$ cat src/rtl/alu_exec_ctrl.sv
// Execute-stage controller: sequences single ALU ops and a shift-add 8x8 multiply
// through an external combinational ALU, owning the carry/zero flags.
module alu_exec_ctrl #(
    parameter int MUL_STEPS = 8
) (
    input  logic       clk,
    input  logic       rst_n,
    input  logic       req_valid,
    output logic       req_ready,
    input  logic [4:0] req_op,
    input  logic [7:0] req_a,
    input  logic [7:0] req_b,
    input  logic       req_use_c,
    output logic       rsp_valid,
    input  logic       rsp_ready,
    output logic [7:0] rsp_hi,
    output logic [7:0] rsp_lo,
    output logic       flag_c,
    output logic       flag_z,
    output logic [7:0] alu_a,
    output logic [7:0] alu_b,
    output logic [3:0] alu_s,
    output logic       alu_ci,
    input  logic       alu_co,
    input  logic [7:0] alu_out
);

    localparam logic [1:0] IDLE = 2'd0;
    localparam logic [1:0] EXEC = 2'd1;
    localparam logic [1:0] MUL  = 2'd2;
    localparam logic [1:0] RESP = 2'd3;

    localparam logic [4:0] OP_MUL   = 5'b10000;
    localparam logic [3:0] ALU_ADD  = 4'b0100;
    localparam logic [3:0] ALU_CMP  = 4'b1111;
    localparam logic [3:0] CNT_LAST = 4'(MUL_STEPS - 1);

    logic [1:0] state_q, state_d;
    logic [4:0] op_q, op_d;
    logic [7:0] a_q, a_d, b_q, b_d;
    logic       ci_q, ci_d;
    logic [7:0] acc_q, acc_d, mq_q, mq_d;
    logic [3:0] cnt_q, cnt_d;
    logic [7:0] rsp_hi_q, rsp_hi_d, rsp_lo_q, rsp_lo_d;
    logic       flag_c_q, flag_c_d, flag_z_q, flag_z_d;

    always_comb begin
        state_d  = state_q;
        op_d     = op_q;
        a_d      = a_q;
        b_d      = b_q;
        ci_d     = ci_q;
        acc_d    = acc_q;
        mq_d     = mq_q;
        cnt_d    = cnt_q;
        rsp_hi_d = rsp_hi_q;
        rsp_lo_d = rsp_lo_q;
        flag_c_d = flag_c_q;
        flag_z_d = flag_z_q;
        alu_a    = 8'h00;
        alu_b    = 8'h00;
        alu_s    = 4'h0;
        alu_ci   = 1'b0;

        case (state_q)
            IDLE: begin
                if (req_valid) begin
                    op_d = req_op;
                    a_d  = req_a;
                    b_d  = req_b;
                    // Carry-in is frozen at accept; later flag updates must not leak in.
                    ci_d = req_use_c & flag_c_q;
                    if (req_op == OP_MUL) begin
                        acc_d   = 8'h00;
                        mq_d    = req_b;
                        cnt_d   = 4'd0;
                        state_d = MUL;
                    end else begin
                        state_d = EXEC;
                    end
                end
            end
            EXEC: begin
                alu_a   = a_q;
                alu_b   = b_q;
                alu_s   = op_q[3:0];
                alu_ci  = ci_q;
                state_d = RESP;
                rsp_hi_d = 8'h00;
                if (op_q[4]) begin
                    rsp_lo_d = 8'h00;
                end else if (op_q[3:0] == ALU_CMP) begin
                    rsp_lo_d = 8'h00;
                    flag_z_d = (a_q == b_q);
                end else begin
                    rsp_lo_d = alu_out;
                    flag_c_d = alu_co;
                    flag_z_d = (alu_out == 8'h00);
                end
            end
            MUL: begin
                alu_a  = acc_q;
                alu_b  = mq_q[0] ? a_q : 8'h00;
                alu_s  = ALU_ADD;
                alu_ci = 1'b0;
                // Shift the 9-bit sum right across acc:mq; product ends up in {acc, mq}.
                acc_d  = {alu_co, alu_out[7:1]};
                mq_d   = {alu_out[0], mq_q[7:1]};
                cnt_d  = cnt_q + 4'd1;
                if (cnt_q == CNT_LAST) begin
                    state_d  = RESP;
                    rsp_hi_d = acc_d;
                    rsp_lo_d = mq_d;
                    flag_c_d = 1'b0;
                    flag_z_d = ({acc_d, mq_d} == 16'h0000);
                end
            end
            RESP: begin
                if (rsp_ready) state_d = IDLE;
            end
            default: state_d = IDLE;
        endcase
    end

    always_ff @(posedge clk or negedge rst_n) begin
        if (!rst_n) begin
            state_q  <= IDLE;
            op_q     <= 5'd0;
            a_q      <= 8'h00;
            b_q      <= 8'h00;
            ci_q     <= 1'b0;
            acc_q    <= 8'h00;
            mq_q     <= 8'h00;
            cnt_q    <= 4'd0;
            rsp_hi_q <= 8'h00;
            rsp_lo_q <= 8'h00;
            flag_c_q <= 1'b0;
            flag_z_q <= 1'b0;
        end else begin
            state_q  <= state_d;
            op_q     <= op_d;
            a_q      <= a_d;
            b_q      <= b_d;
            ci_q     <= ci_d;
            acc_q    <= acc_d;
            mq_q     <= mq_d;
            cnt_q    <= cnt_d;
            rsp_hi_q <= rsp_hi_d;
            rsp_lo_q <= rsp_lo_d;
            flag_c_q <= flag_c_d;
            flag_z_q <= flag_z_d;
        end
    end

    assign req_ready = (state_q == IDLE);
    assign rsp_valid = (state_q == RESP);
    assign rsp_hi    = rsp_hi_q;
    assign rsp_lo    = rsp_lo_q;
    assign flag_c    = flag_c_q;
    assign flag_z    = flag_z_q;

endmodule

$ cat config.mk
export PLATFORM = sky130hd
export DESIGN_NAME = alu_exec_ctrl
export DESIGN_NICKNAME = d
export VERILOG_FILES = /design/src/rtl/alu_exec_ctrl.sv
export SDC_FILE = /design/constraint.sdc
export NUM_CORES = 1
export LEC_CHECK = 0
export CAP_MARGIN = 30
export CORE_MARGIN = 2
export CORE_UTILIZATION = 51
export CTS_BUF_LIST = sky130_fd_sc_hd__clkbuf_8
export CTS_CLUSTER_DIAMETER = 50
export DETAILED_ROUTE_END_ITERATION = 6
export GPL_ROUTABILITY_DRIVEN = 0
export MAX_ROUTING_LAYER = met4
export PLACE_DENSITY = 0.94
export SYNTH_ARGS = -nofsm -noshare
export SYNTH_HDL_FRONTEND = slang
export SYNTH_SLANG_ARGS = --single-unit
$ cat constraint.sdc
create_clock -name clk -period 2.2 [get_ports clk]
set_input_delay 0.44 -clock clk [delete_from_list [all_inputs] [get_ports clk]]
set_output_delay 0.44 -clock clk [all_outputs]
set_load 0.02 [all_outputs]
# Word-level counts from Yosys, hierarchy flattened
# Cells that the tools add are included.
# W data, S select, Z words.
dict set report totals {
  ff_bits 62
  input_bits 35
  out_inout_bits 41
}
dict set report op_classes {
  add_sub_neg 1
  n_eq_ne 13
  n_mux 33
  bitwise_logic 1
  reduce_logical 11
}
# operator n
set ops {}
lappend ops {{$pmux W8 S2} 6}
lappend ops {{$mux W8} 9}
lappend ops {{$logic_not A16 Y1} 1}
lappend ops {{$pmux W4 S2} 2}
lappend ops {{$reduce_and A3 Y1} 3}
lappend ops {{$eq A8 B8 Y1} 1}
lappend ops {{$logic_not A8 Y1} 1}
lappend ops {{$mux W2} 4}
lappend ops {{$mux W4} 2}
lappend ops {{$ne A2 B2 Y1 const B} 4}
lappend ops {{$pmux W2 S4} 1}
lappend ops {{$mux W1} 7}
lappend ops {{$eq A5 B5 Y1 const B} 1}
lappend ops {{$add A4 B1 Y4 const B} 1}
lappend ops {{$eq A2 B2 Y1 const B} 2}
lappend ops {{$eq A4 B3 Y1 const B} 1}
lappend ops {{$eq A4 B4 Y1 const B} 1}
lappend ops {{$ne A2 B1 Y1 const B} 2}
lappend ops {{$pmux W1 S2} 2}
lappend ops {{$reduce_and A2 Y1} 2}
lappend ops {{$reduce_and A4 Y1} 1}
lappend ops {{$reduce_bool A2 Y1} 2}
lappend ops {{$eq A2 B1 Y1 const B} 1}
lappend ops {{$logic_not A2 Y1} 1}
lappend ops {{$and A1 B1 Y1} 1}

# Longest topological paths before layout
# Gate-level depths: netlist of the first run.
dict set report depth {
  ltp_word 4
  ltp_mapped 8
  mapped_depth_nobuf 6
}

# Least setup slack after synthesis of the first run
# No wires, ideal clock.
dict set report synth_timing {
  path_type {register to output}
  start {register state_q[0]}
  end {output alu_a[4]}
  t_arrival_ps 1876
  t_required_ps 1760
  setup_slack_ps -116
  path_stages_with_launch 8
  n_path_buf 3
  path_cell_list {dfrtp_1 -> inv_1 -> ha_1 -> clkbuf_1 -> buf_1 -> buf_1 -> a22oi_1 -> nor2_1}
}
dict set report synth_between {
  elab_chain_cells 2
  elab_cells_between_ends 3
  classes_between {eq/ne (2); mux (1)}
}
# item line_no
set synth_rtl {}
lappend synth_rtl {{from (decl)} 38} ;# logic [1:0] state_q, state_d;
lappend synth_rtl {{from (signal assigned)} 140} ;# state_q <= state_d;
lappend synth_rtl {{$eq A2 B2 Y1 or $eq A2 B1 Y1 (tied branches)} 65} ;# case (state_q)
lappend synth_rtl {{$pmux W8 S2 *} 65}
lappend synth_rtl {{to (decl)} 20} ;# output logic [7:0] alu_a,
# Mark *: on every way between the ends. The rest lies on a longest branch, timed or not.

# Worst setup path in the final report of the first run
dict set report layout_timing {
  start {register state_q[0]}
  end {output alu_b[1]}
}
dict set report layout_between {
  elab_chain_cells 2
  elab_cells_between_ends 3
  classes_between {eq/ne (2); mux (1)}
}
# item line_no
set layout_rtl {}
lappend layout_rtl {{$eq A2 B2 Y1 or $eq A2 B1 Y1 (tied branches)} 65}
lappend layout_rtl {{$pmux W8 S2 *} 65}
lappend layout_rtl {{to (decl)} 21} ;# output logic [7:0] alu_b,
# Marks and branches as above.

==> run summary, run 1 <==
pwr dens -> 1440 mW/mm^2
largest net degree at the start of global routing -> 41
Least-Margin Pin Slew -> 0.603 ns
post-synthesis sequential area ratio -> 51.4%
Hold Buf Count CTS -> 0
Avg WL per Cell -> 19.6 um
chip width -> 80.9 um
Worst Skew -> 0.00961 ns
CP Launch Type -> flop
hold_ws -> 0.0680 ns
row count -> 28
#FFs+latches synth -> 62
CP endpoint kind -> primary output
final net count -> 421
final hold viol count -> 0
deepest clock path buffer count -> 2
CP Data Arrival Time -> 1.72 ns
status -> finished, final reports clean
Primary FF master, synth -> dfrtp_1
DR vias/cell -> 6.01
Skew-Pair Late Insertion Delay -> 0.35 ns
mapped cell area -> 0.00302 mm^2
area of the multi-input gates -> 0.00144 mm^2
Syn Nets -> 323
r2r endpoint -> rsp_hi[6]
Reg2Reg Depth -> 7
initial antenna violation count -> 0
grt total ovfl -> 0
Total GRT Usage -> 30.2%
Synth top area share -> 51.4%
H-tree levels -> 3
Reg2Reg Launch Point -> state_q[0]
critical path class -> flop to primary output
EDFF count, synth -> 0
die height -> 80.9 um
Worst setup startpoint -> state_q[0]
Mapped Avg Cell Area -> 10.7 um^2
CTS tree -> done
CTS root buf -> clkbuf_8
Buffers on Ports -> 75
max_cap viols -> 0
CTS clock-pin slew for the worst setup and hold paths -> 0.07 ns
global-route wire length before repair -> 14000 um
TNS Setup -> 0 ns
fin crit period -> 2.16 ns
Leak -> 1.86 nW
Finish-stage setup viols -> 0
via count -> 2765
achievable frequency -> 464 MHz
vias in the first global route -> 2883
worst path required time -> 1.76 ns
core outline area -> 0.00582 mm^2
dpl hpwl -> 6210 um
ys async rst share -> 100%
remaining antenna violation count after routing -> 0
synthesis-to-layout area growth -> 39.1%
dominant cell type by area after synthesis -> dfrtp_1
# DRC -> 0
most frequent cells in the layout -> dfrtp_1, clkdlybuf4s50_1, nand2_1
Worst Setup EP -> alu_b[1]
die area -> 0.00655 mm^2
layout cells sized above 1 -> 28.3%
Mapped Cells -> 283
ratio of final minimum period to clock period -> 98.0%
YS warnings -> 0
Yosys cell types -> 38
Pre-Repair DR Iteration Count -> 4
num ports -> 76
Reg area -> 0.00155 mm^2
Diodes inserted -> 0
Starting DRT DRC Count -> 203
drt total wl -> 9000 um
Fillers -> 396
Clock Sinks -> 62
TritonCTS Buffers -> 9
unrepaired setup endpoints after global routing -> false
Final Max Tran Viols -> 0
Hold Crit Class -> primary input to async pin
FF-to-FF setup slack -> 0.10 ns
commonest non-fill, non-tap cell in the layout -> dfrtp_1
VDD IR max -> 0.000875 V
starting density of the core -> 51.9%
Max FO, Critical Path -> 8
top cells by area, synth -> dfrtp_1, mux2_2, a22o_1, nand2_1, o21ai_0
Slew HR -> 59.7%
per-stage QoR:
step / instances / area, um^2 / total power, mW / setup WS, ns / utilization, %
final: 460 / 4200 / 6.05 / 0.0438 / 72.2
after CTS: 460 / 4180 / 5.92 / 0.00383 / 71.9
after floorplan: 283 / 3030 / 3.65 / 0.0529 / -
after global routing: 460 / 4200 / 6.36 / 0.00196 / 72.2
after detailed placement: 442 / 4010 / 4.88 / -0.260 / 68.9
after global placement: 442 / 4010 / 4.71 / -0.227 / 68.9
sequential cells by signal (all words and copies together), names as in the netlist, 4 cells and up:
signal	cells
a_q	8
acc_q	8
b_q	8
cnt_q	4
mq_q	8
op_q	5
rsp_hi	8
rsp_lo	8
cells by family (layout without fill, tap and decap cells):
logic type                 Yosys count  in the layout  synth area share [%]
and+or+nand+nor                     88             88                  13.9
DFF                                 62             62                  51.4
xor gates and xnor gates             8              8                  2.32
muxes                               22             22                  8.21
AOI/OAI and AO/OA                   75             75                  18.9
buffers and inverters               23            125                  3.15
adders and majority gates            5              5                  2.07
synthesized netlist by cell type, drive strengths merged (3+ instances only):
library cell	count
mux2	22
or4	3
nor2	21
a22o	18
nand2	40
a221o	8
or3	5
clkbuf	13
ha	5
dfrtp	62
a22oi	8
a21boi	8
nand3	3
inv	6
and3	4
xor2	8
o21ai	22
buf	4
nor4	3
power breakdown:
| part | total (mW) | internal [mW] | switching, mW | leakage (nW) |
|---|---|---|---|---|
| combinational | 3.06 | 1.38 | 1.68 | 0.965 |
| sequential | 2.01 | 1.58 | 0.431 | 0.797 |
| clock | 0.982 | 0.539 | 0.443 | 0.102 |
critical path: stages, from the launching register on:
cell	delay (ns)
dfrtp_1	0.41
inv_2	0.11
ha_4	0.24
and2_4	0.20
a22o_1	0.25
buf_2	0.16
layout make-up:
| type | instances | area share, % |
|---|---|---|
| Timing Repair Buffer | 103 | 21.2 |
| Inverter | 6 | 0.626 |
| Sequential cell | 62 | 36.9 |
| Clock buffer | 10 | 3.28 |
| Multi-Input combinational cell | 198 | 34.4 |
| Clock inverter | 5 | 1.19 |
| Timing Repair inverter | 1 | 0.179 |
| Tap cell | 75 | 2.23 |
metal layers:
| layer | share of wire, % | vias to the layer above | GRT usage, % | wire [um] |
|---|---|---|---|---|
| met5 | 0 | - | - | 0 |
| met4 | 3.5 | 0 | 19.0 | 311 |
| met3 | 8.4 | 33 | 5.89 | 752 |
| met2 | 51 | 165 | 48.5 | 4560 |
| met1 | 37 | 1340 | 34.7 | 3370 |
| li1 | - | 1227 | - | - |
worst min path at each step:
| stage | from | to | slack [ns] | cells after the start |
|---|---|---|---|---|
| 2_1_floorplan | rst_n | a_q[0] | 0.14 | 0 |
| 3_3_place_gp | rst_n | cnt_q[2] | 0.45 | 1 |
| 3_5_place_dp | rst_n | cnt_q[2] | 0.46 | 1 |
| 4_1_cts | rst_n | flag_c | 0.07 | 1 |
| 5_1_grt | rst_n | flag_c | 0.11 | 1 |
| 6_report | rst_n | cnt_q[3] | 0.07 | 1 |
timing repair:
| action | in CTS | in global routing |
|---|---|---|
| cloned | 2 | 0 |
| resized for setup | 96 | 7 |
| setup buffers | 1 | 0 |
| pin swaps | 0 | 1 |
| endpoints found under the setup margin | 31 | 19 |
Power figures use the tool's default switching activity.
==> inputs of run 2 (changes only) <==
Settings changed: CORE_UTILIZATION 51 to 49, CTS_BUF_LIST sky130_fd_sc_hd__clkbuf_8 to sky130_fd_sc_hd__clkbuf_8 sky130_fd_sc_hd__clkbuf_16, PLACE_DENSITY 0.94 to 0.91, SKIP_LAST_GASP set to 1.
==> run 2 against run 1 <==
Against the previous run:
- hold slack got worse by 0.019 ns
- combinational power increased by 1%
- largest cell class unchanged
- fmax decreased by 0.94%
- count of clock-buffer cells in the layout unchanged
- clock skew decreased by 0.0010 ns
- via count increased by 1.2%
- die area increased by 3.9%
- total power decreased by 1.4%
- critical path depth increased by 3
- sequential power about the same
- worst setup slack got worse by 0.020 ns
==> run summary, run 2 (same netlist as run 1, synthesis figures left out) <==
starting density of the core -> 51.0%
Hold Crit Class -> primary input to async pin
VDD IR max -> 0.00115 V
Most Crowded Layer GR -> met2
Least-Margin Pin Slew -> 0.529 ns
CTS tree -> done
critical path class -> flop to primary output
drt total wl -> 9070 um
CP Data Arrival Time -> 1.74 ns
placed inst area -> 0.00400 mm^2
Bufs and invs on worst path -> 5
worst path required time -> 1.76 ns
Avg WL per Cell -> 19.5 um
Worst Skew -> 0.00857 ns
Post-Place Worst Slack -> -0.277 ns
Total GRT Usage -> 28.5%
Pre-Repair DR Iteration Count -> 6
H-tree levels -> 3
Diodes inserted -> 0
Hold Buf Count CTS -> 0
global-route wire length before repair -> 13700 um
chip width -> 82.5 um
CTS clock-pin slew for the worst setup and hold paths -> 0.07 ns
# DRC -> 0
Fillers -> 388
hold_ws -> 0.0494 ns
initial antenna violation count -> 0
post-layout instance area -> 0.00418 mm^2
via count -> 2799
met2 Use GR -> 45.3%
CTS root buf -> clkbuf_8
largest net degree at the start of global routing -> 27
Max FO, Critical Path -> 7
commonest non-fill, non-tap cell in the layout -> dfrtp_1
unrepaired setup endpoints after global routing -> true
Skew-Pair Late Insertion Delay -> 0.35 ns
final hold viol count -> 0
Leak -> 1.87 nW
met3 Use GR -> 7.72%
pwr dens -> 1430 mW/mm^2
CP Cell Sequence -> inv_2 -> buf_4 -> ha_4 -> buf_6 -> buf_4 -> a22oi_2 -> nor2_2 -> buf_4
most frequent CP cell -> buf_4
Finish-stage setup viols -> 0
vias in the first global route -> 2789
Buffers on Ports -> 75
achievable frequency -> 459 MHz
final total power -> 5.96 mW
deepest clock path buffer count -> 2
num ports -> 76
met1 Use GR -> 33.6%
dpl hpwl -> 6140 um
remaining antenna violation count after routing -> 0
core outline area -> 0.00592 mm^2
critical path's slowest cell -> dfrtp_1
Slew HR -> 64.6%
CP Launch Type -> flop
final setup margin -> 0.0233 ns
Clock Sinks -> 62
DR vias/cell -> 6.03
Final Max Tran Viols -> 0
grt total ovfl -> 0
CP max stage delay -> 0.36 ns
die height -> 82.5 um
fin crit period -> 2.18 ns
CP endpoint kind -> primary output
most frequent cells in the layout -> dfrtp_1, clkdlybuf4s50_1, nand2_1
status -> finished, final reports clean
row count -> 28
TritonCTS Buffers -> 9
die area -> 0.00680 mm^2
synthesis-to-layout area growth -> 38.6%
max_cap viols -> 0
layout cells sized above 1 -> 27.8%
final net count -> 424
Worst path top cell family by delay -> buffers and inverters
Starting DRT DRC Count -> 271
ratio of final minimum period to clock period -> 98.9%
[run 2: area by class of cell]
cell class                      instances  area, um^2  share of cell area (%)
Clock buffer                           10         138                    3.29
Timing Repair inverter                  1        7.51                   0.179
Clock inverter                          6        23.8                   0.568
Tap cell                               75        93.8                    2.24
Multi-Input combinational cell        199        1450                    34.6
Sequential cell                        62        1550                    37.1
Timing Repair Buffer                  105         893                    21.4
Inverter                                6        26.3                   0.628
[run 2: worst reg2reg max path, stage by stage, from the launching register on]
cell and delay (ns):
dfrtp_1 0.39, inv_2 0.11, ha_1 0.22, buf_6 0.19
inv_1 0.12, or3_1 0.41, o311a_1 0.32, a211oi_1 0.23
[run 2: metal layers]
layer / up-vias / part of all wire (%)
met5: - / 0
met1: 1365 / 38
met3: 28 / 8.0
li1: 1241 / -
met2: 165 / 50
met4: 0 / 3.7
[run 2: what timing repair did]
| action | in CTS | in global routing |
|---|---|---|
| gates cloned | 2 | 1 |
| setup endpoints to repair | 23 | 22 |
| resized for setup | 82 | 18 |
| pin swaps | 0 | 3 |
| setup buffers | 1 | 1 |
[run 2: worst paths after layout]
path / startpoint / end / slack, ns / cells after the start
worst min-delay path: rst_n / rsp_hi[2] / 0.05 / 1
min in group clk: rsp_lo[1] / rsp_lo[1] / 0.48 / 2
max in group asynchronous: rst_n / acc_q[2] / 1.47 / 2
worst max-delay path: state_q[1] / alu_a[3] / 0.02 / 8
worst max register to register: state_q[0] / flag_z / 0.12 / 7
worst min register to register: rsp_lo[1] / rsp_lo[1] / 0.48 / 2
[run 2: per-stage QoR]
stage	setup TNS, ns	util, %	instances
floorplan	0	-	283
global placement	-4.02	67.6	443
detailed placement	-4.74	67.6	443
CTS	-0.136	70.7	462
global route	-0.121	70.6	464
finish	0	70.6	464
[run 2: power by group]
part | internal [mW] | leakage, nW | switching, mW | total (mW)
logic | 1.42 | 0.975 | 1.68 | 3.10
registers | 1.58 | 0.797 | 0.432 | 2.01
clock network | 0.417 | 0.102 | 0.440 | 0.857
total | 3.41 | 1.87 | 2.55 | 5.96
==> inputs of run 3 (changes only) <==
Settings changed: CORE_MARGIN 2 to unset, PLACE_DENSITY 0.91 to 0.82.
==> run 3 against run 2 <==
Against the previous run:
- critical path depth shrank 2
- via count down 5.8%
- total power down 0.62%
- global-route usage up 0.53 points
- sequential share of layout area about the same
- design area is essentially flat
- clock power up 13%
- combinational power decreased by 4%
- count of clock-buffer cells in the layout shrank 1
- critical endpoint is now alu_a[0]
==> run summary, run 3 (same netlist as run 1, synthesis figures left out) <==
pwr dens -> 1420 mW/mm^2
Max FO, Critical Path -> 10
TNS Setup -> 0 ns
global-route wire length before repair -> 13300 um
drt total wl -> 8250 um
ratio of final minimum period to clock period -> 98.2%
via count -> 2636
CP Launch Type -> flop
core outline area -> 0.00592 mm^2
final hold viol count -> 0
Starting DRT DRC Count -> 226
VDD IR max -> 0.000882 V
achievable frequency -> 463 MHz
die area -> 0.00648 mm^2
Fillers -> 448
Reg2Reg Depth -> 8
Skew-Pair Late Insertion Delay -> 0.34 ns
deepest clock path buffer count -> 2
TritonCTS Buffers -> 9
# DRC -> 0
unrepaired setup endpoints after global routing -> true
row count -> 28
starting density of the core -> 51.0%
Buffers on Ports -> 75
remaining antenna violation count after routing -> 0
Clock Sinks -> 62
Finish-stage setup viols -> 0
chip width -> 80.5 um
die height -> 80.5 um
Total GRT Usage -> 29.0%
CTS clock-pin slew for the worst setup and hold paths -> 0.07 ns
vias in the first global route -> 2731
Slew HR -> 62.8%
critical path class -> flop to primary output
status -> finished, final reports clean
Least-Margin Pin Slew -> 0.558 ns
Post-Place Worst Slack -> -0.254 ns
synthesis-to-layout area growth -> 38.5%
H-tree levels -> 3
CP Data Arrival Time -> 1.72 ns
Diodes inserted -> 0
final net count -> 423
largest net degree at the start of global routing -> 41
fin crit period -> 2.16 ns
Worst Skew -> 0.00384 ns
max_cap viols -> 0
Final Max Tran Viols -> 0
Post-Place Cells -> 445
Pre-Repair DR Iteration Count -> 5
grt total ovfl -> 0
final setup margin -> 0.0406 ns
most frequent cells in the layout -> dfrtp_1, clkdlybuf4s50_1, nand2_1
CP endpoint kind -> primary output
initial antenna violation count -> 0
Hold Crit Class -> primary input to async pin
CTS tree -> done
commonest non-fill, non-tap cell in the layout -> dfrtp_1
dpl hpwl -> 5970 um
fin cells -> 463
num ports -> 76
layout cells sized above 1 -> 28.6%
Leak -> 1.87 nW
Avg WL per Cell -> 17.8 um
DR vias/cell -> 5.69
CTS root buf -> clkbuf_8
worst path required time -> 1.76 ns
run 3: report_power, final:
group	switching [mW]	leakage, nW	internal (mW)
combinational	1.60	0.978	1.38
clock	0.452	0.0948	0.514
sequential	0.408	0.797	1.58
total	2.46	1.87	3.47
run 3: path summary, 6_finish.rpt:
kind	from	end	slack [ns]
worst max register to register	state_q[0]	flag_z	0.05
max in group asynchronous	rst_n	mq_q[7]	1.52
min in group clk	rsp_lo[0]	rsp_lo[0]	0.49
worst min-delay path	rst_n	cnt_q[0]	0.08
worst min register to register	rsp_lo[0]	rsp_lo[0]	0.49
worst max-delay path	state_q[0]	alu_a[0]	0.04
run 3: cell type report:
type | count | area, um^2 | share of cell area (%)
well taps | 75 | 93.8 | 2.24
inverters | 6 | 26.3 | 0.629
flip-flops and latches | 62 | 1550 | 37.1
clock buffers | 9 | 124 | 2.96
repair buffers | 106 | 900 | 21.5
multi-input cells | 198 | 1420 | 34.0
clock inverters | 7 | 65.1 | 1.56
run 3: critical path, stage by stage, from the launching register on:
cell        delay [ns]
dfrtp_1           0.36
inv_2             0.07
ha_4              0.30
clkinvlp_4        0.11
buf_4             0.19
nor2_1            0.15
buf_2             0.19
run 3: routing by layer:
metal  up-vias  share of wire (%)  wire length [um]  global-route usage (%)
met5         -                  0                 0                       -
met4         0                2.0               162                    12.3
met3        13                5.9               484                    6.93
met2        90                 52              4270                    46.1
met1      1300                 40              3340                    35.4
li1       1233                  -                 -                       -
run 3: metrics by stage:
step           utilization (%)  area [um^2]  total power, mW  hold WS, ns
6_report                  70.6         4180             5.93       0.0819
3_3_place_gp              68.0         4030             4.76        0.460
5_1_grt                   70.6         4180             6.30        0.114
2_1_floorplan                -         3030             3.65        0.144
3_5_place_dp              68.0         4030             4.88        0.467
4_1_cts                   70.9         4200             5.87       0.0958
run 3: repair_timing:
action | 4_1_cts | 5_1_grt
hold buffers | 0 | 0
setup buffers | 2 | 0
pin swaps | 1 | 1
setup endpoints to repair | 40 | 46
gates resized for setup | 84 | 16
==> RTL change 1: new RTL, flow settings as in run 2 <==
Register the output `flag_c` once more, cleared by the reset; this adds one clock of latency there. The other outputs are not delayed to match.
--- a/src/rtl/alu_exec_ctrl.sv
+++ b/src/rtl/alu_exec_ctrl.sv
@@ -158,3 +158,9 @@
     assign rsp_lo    = rsp_lo_q;
-    assign flag_c    = flag_c_q;
+    always_ff @(posedge clk or negedge rst_n) begin
+        if (!rst_n) begin
+            flag_c <= '0;
+        end else begin
+            flag_c <= flag_c_q;
+        end
+    end
     assign flag_z    = flag_z_q;
Check against the original RTL: not equivalent (Yosys sat finds a counterexample within 4 cycles, from zero or initial values and one cycle with rst_n low).
==> RTL change 1 against run 2 <==
The run now ends with negative setup slack left. Register-to-register slack got worse by 40 ps. Total power rose by 5.6%. Non-clock buffer count rose by 5. Design area rose by 3.3%. Routed wire length rose by 8.3%. Core utilization rose by 1.9 points. Sequential cell count rose by 1. Setup slack got worse by 33 ps. Sequential power rose by 3%. Area after synthesis rose by 0.83%. Critical endpoint is now alu_a[4].
==> RTL change 1: results (changes against run 2) <==
.. list-table::
   :header-rows: 1

   * - Metric
     - Value
   * - Met3 WL
     - 771 um (+5.9%)
   * - Worst clock skew
     - 6.55 ps (-2.02 ps)
   * - Setup tns final
     - -19.6 ps (-19.6 ps)
   * - Violated checks
     - negative setup slack
   * - Share of post-route cells with drive strength above 1
     - 28.8% (+0.99 points)
   * - Max Fanout on Critical Path
     - 4 (-3)
   * - Global Route Usage Sum
     - 27.8% (-0.70 points)
   * - Worst EP arrival
     - 1770 ps (+30 ps)
   * - Commonest cells in the netlist
     - sky130_fd_sc_hd__dfrtp_1 (63), sky130_fd_sc_hd__nand2_1 (40), sky130_fd_sc_hd__mux2_2 (22), sky130_fd_sc_hd__o21ai_0 (22), sky130_fd_sc_hd__nor2_1 (21)
   * - Total iterations of the first detailed-routing run
     - 5 (-1)
   * - Count of endpoints failing setup in the final report
     - 3 (+3)
   * - Proportion of total power due to net switching
     - 42.8% (about the same)
   * - Path depth of the worst reg2reg path
     - 8 (+1)
   * - Worst vdd ir
     - 1.02 mV (-12%)
   * - Slew at the pin with the worst max-slew slack
     - 539 ps (+10.4 ps)
   * - Global routing usage on met1
     - 31.5% (-2.1 points)
   * - Multiplexer share of the synthesized area
     - 8.14% (-0.068 points)
   * - Violation count after the first detailed-route iteration
     - 331 (+22%)
   * - Run status
     - complete, but fails checks
   * - Worst setup slack after placement
     - -329 ps (-51.6 ps)
   * - Pin count of the biggest net entering global routing
     - 64 (+140%)
   * - Post-placement cell area
     - 4040 sq um (+0.94%)
   * - Wire length of the first global-routing pass
     - 14.6 mm (+6.6%)
   * - Static Leakage
     - 1.93 nW (+3.0%)
   * - Detail Placement HPWL
     - 6.18 mm (+0.72%)
   * - Post-placement cell count
     - 444 (+0.23%)
   * - Final std cells w/o fill
     - 468 (+0.86%)
   * - Post-Syn Instances
     - 284 (+0.35%)
   * - Fill cells
     - 381 (-1.8%)
   * - Post-CTS Repair Setup Buffers
     - 5 (+4)
   * - Worst Slack Setup Final
     - -10.1 ps (-33.5 ps)
   * - Post-Synth XOR/XNOR Area
     - 2.30% (-0.019 points)
   * - Comb power
     - 3.33 mW (+7.4%)
   * - Synth Area in Compound Gates
     - 18.8% (-0.16 points)
   * - Slack of the worst reg-to-reg path
     - 80 ps (-40 ps)
## RTL change 1: final cells by class
type                       count  area [sq um]  share of cell area (%)
inverter                       6          26.3                   0.608
tap                           75          93.8                    2.17
multi-input combinational    198          1470                    34.0
clock buffer                  11           151                    3.50
clock inverter                 5          23.8                   0.550
sequential                    63          1580                    36.5
timing repair buffer         110           981                    22.7
## RTL change 1: worst max-delay path, cell delays in order, from the launching register on
cell	delay, ps
sky130_fd_sc_hd__dfrtp_1	360
sky130_fd_sc_hd__inv_1	110
sky130_fd_sc_hd__ha_4	310
sky130_fd_sc_hd__clkinvlp_4	100
sky130_fd_sc_hd__buf_4	160
sky130_fd_sc_hd__nor2_2	110
sky130_fd_sc_hd__clkdlybuf4s15_2	270
## RTL change 1: worst max path at each step
| stage | end | cells past startpoint |
|---|---|---|
| finish | alu_a[4] | 6 |
| global route | mq_q[3] | 7 |
| CTS | alu_b[2] | 5 |
| detailed placement | cnt_q[3] | 5 |
| global placement | cnt_q[3] | 5 |
| floorplan | alu_a[1] | 7 |
==> RTL change 2: new RTL, config.mk and constraints of run 2 <==
Made on the original files. Change the parameter `MUL_STEPS` from 8 to 6.
--- a/src/rtl/alu_exec_ctrl.sv
+++ b/src/rtl/alu_exec_ctrl.sv
@@ -3,3 +3,3 @@
 module alu_exec_ctrl #(
-    parameter int MUL_STEPS = 8
+    parameter int MUL_STEPS = 6
 ) (
Function: changed (a bounded check fails within 10 cycles, from zero or initial values and one cycle with rst_n low).
==> RTL change 2 against run 2 <==
Total power rose by 7.1%. The flow now finishes with violations (negative setup slack). Setup slack got worse by 50 ps. Area after synthesis rose by 0.12%. Design area rose by 4.7%. Clock power rose by 2%. Core utilization rose by 2.9 points. Sequential cell count did not move. Routed wire length rose by 12%. Cell count rose by 2.8%.
==> RTL change 2: results (changes against run 2) <==
.. list-table::
   :header-rows: 1

   * - Metric
     - Value
   * - Run status
     - complete, but fails checks
   * - Violated checks
     - negative setup slack
   * - Post-Synth XOR/XNOR Area
     - 2.32% (-0.0029 points)
   * - Worst vdd ir
     - 0.876 mV (-24%)
   * - Worst EP arrival
     - 1790 ps (+50 ps)
   * - Synth Net Count
     - 328 (+1.5%)
   * - Count of cell types in the netlist
     - 41 (+7.9%)
   * - Via count
     - 2975 (+6.3%)
   * - Wire length of the first global-routing pass
     - 15.5 mm (+13%)
   * - Post-placement cell count
     - 451 (+1.8%)
   * - Static Leakage
     - 1.95 nW (+4.0%)
   * - Routed vias/inst
     - 6.24 (+3.4%)
   * - Adder and majority gate portion of the synthesized area
     - 2.48% (+0.41 points)
   * - Worst Slack Setup Final
     - -26.5 ps (-49.8 ps)
   * - Worst slew margin relative to its limit
     - 62.1% (-2.6 points)
   * - WL final
     - 10.2 mm (+12%)
   * - Synthesized area per cell
     - 10.5 sq um (-1.3%)
   * - Synth Area in Compound Gates
     - 19.1% (+0.14 points)
   * - Commonest cells in the netlist
     - sky130_fd_sc_hd__dfrtp_1 (62), sky130_fd_sc_hd__nand2_1 (39), sky130_fd_sc_hd__o21ai_0 (24)
   * - Multiplexer share of the synthesized area
     - 8.16% (-0.052 points)
   * - CTS HTree Levels
     - 3 (unchanged)
   * - Global Route Usage Sum
     - 32.1% (+3.6 points)
   * - Slowest Stage Delay on Critical Path
     - 390 ps (+30 ps)
   * - Fin nets
     - 438 (+3.3%)
   * - Count of endpoints failing setup in the final report
     - 3 (+3)
   * - Share of post-route cells with drive strength above 1
     - 30.8% (+3.1 points)
   * - Seq/Total Area, Yosys
     - 51.3% (-0.064 points)
   * - Pin count of the biggest net entering global routing
     - 43 (+59%)
   * - Violation count after the first detailed-route iteration
     - 296 (+9.2%)
[RTL change 2: final cells by class]
| cell class | count | share of cell area (%) |
|---|---|---|
| sequential | 62 | 35.4 |
| timing repair buffer | 116 | 24.2 |
| clock buffer | 10 | 3.14 |
| inverter | 9 | 0.857 |
| clock inverter | 6 | 0.657 |
| multi-input combinational | 199 | 33.6 |
| tap | 75 | 2.14 |
[RTL change 2: power breakdown]
group / switching (mW) / internal, mW
clock: 0.446 / 0.425
sequential: 0.457 / 1.57
combinational: 1.87 / 1.63
total: 2.77 / 3.62
[RTL change 2: logic make-up after synthesis]
kind of cell             after synthesis
AND/OR/NAND/NOR                       85
AO/OA/AOI/OAI                         78
flip-flops                            62
buffers and inverters                 26
multiplexers                          22
XOR/XNOR                               8
adder cells (fa/ha/maj)                6
[RTL change 2: worst paths after layout]
kind	start	endpoint	slack [ps]	cells after the start
min	rst_n	a_q[1]	50	1
max reg2reg	state_q[0]	flag_z	90	8
max	state_q[1]	alu_a[7]	-30	8
min reg2reg	rsp_lo[5]	rsp_lo[5]	490	2
max in group asynchronous	rst_n	rsp_hi[0]	1550	2
min in group clk	rsp_lo[5]	rsp_lo[5]	490	2
[RTL change 2: metrics by stage]
stage	setup TNS (ps)	hold slack [ps]	setup slack (ps)	total power, mW	cell area, sq um
2_1_floorplan	0	144	32.3	3.66	3030
3_3_place_gp	-521	419	-83.0	4.85	4080
3_5_place_dp	-1460	429	-185	5.01	4080
4_1_cts	-360	58.9	-114	6.09	4340
5_1_grt	-201	80.9	-69.8	6.70	4380
6_report	-34.4	51.8	-26.5	6.39	4380
[RTL change 2: timing repair]
| item | CTS | global route |
|---|---|---|
| setup buffers | 8 | 1 |
| gates resized for setup | 86 | 25 |
| setup endpoints to repair | 23 | 39 |
| pin swaps | 3 | 5 |
| gates cloned | 0 | 1 |
[RTL change 2: per-layer routing]
layer | share of wire (%) | up-vias | global-route usage (%) | routed length [um]
met5 | 0 | - | - | 0
met4 | 4.4 | 0 | 15.9 | 448
met3 | 7.9 | 47 | 7.39 | 805
met2 | 52 | 203 | 53.6 | 5270
met1 | 36 | 1462 | 36.3 | 3660
li1 | - | 1263 | - | -
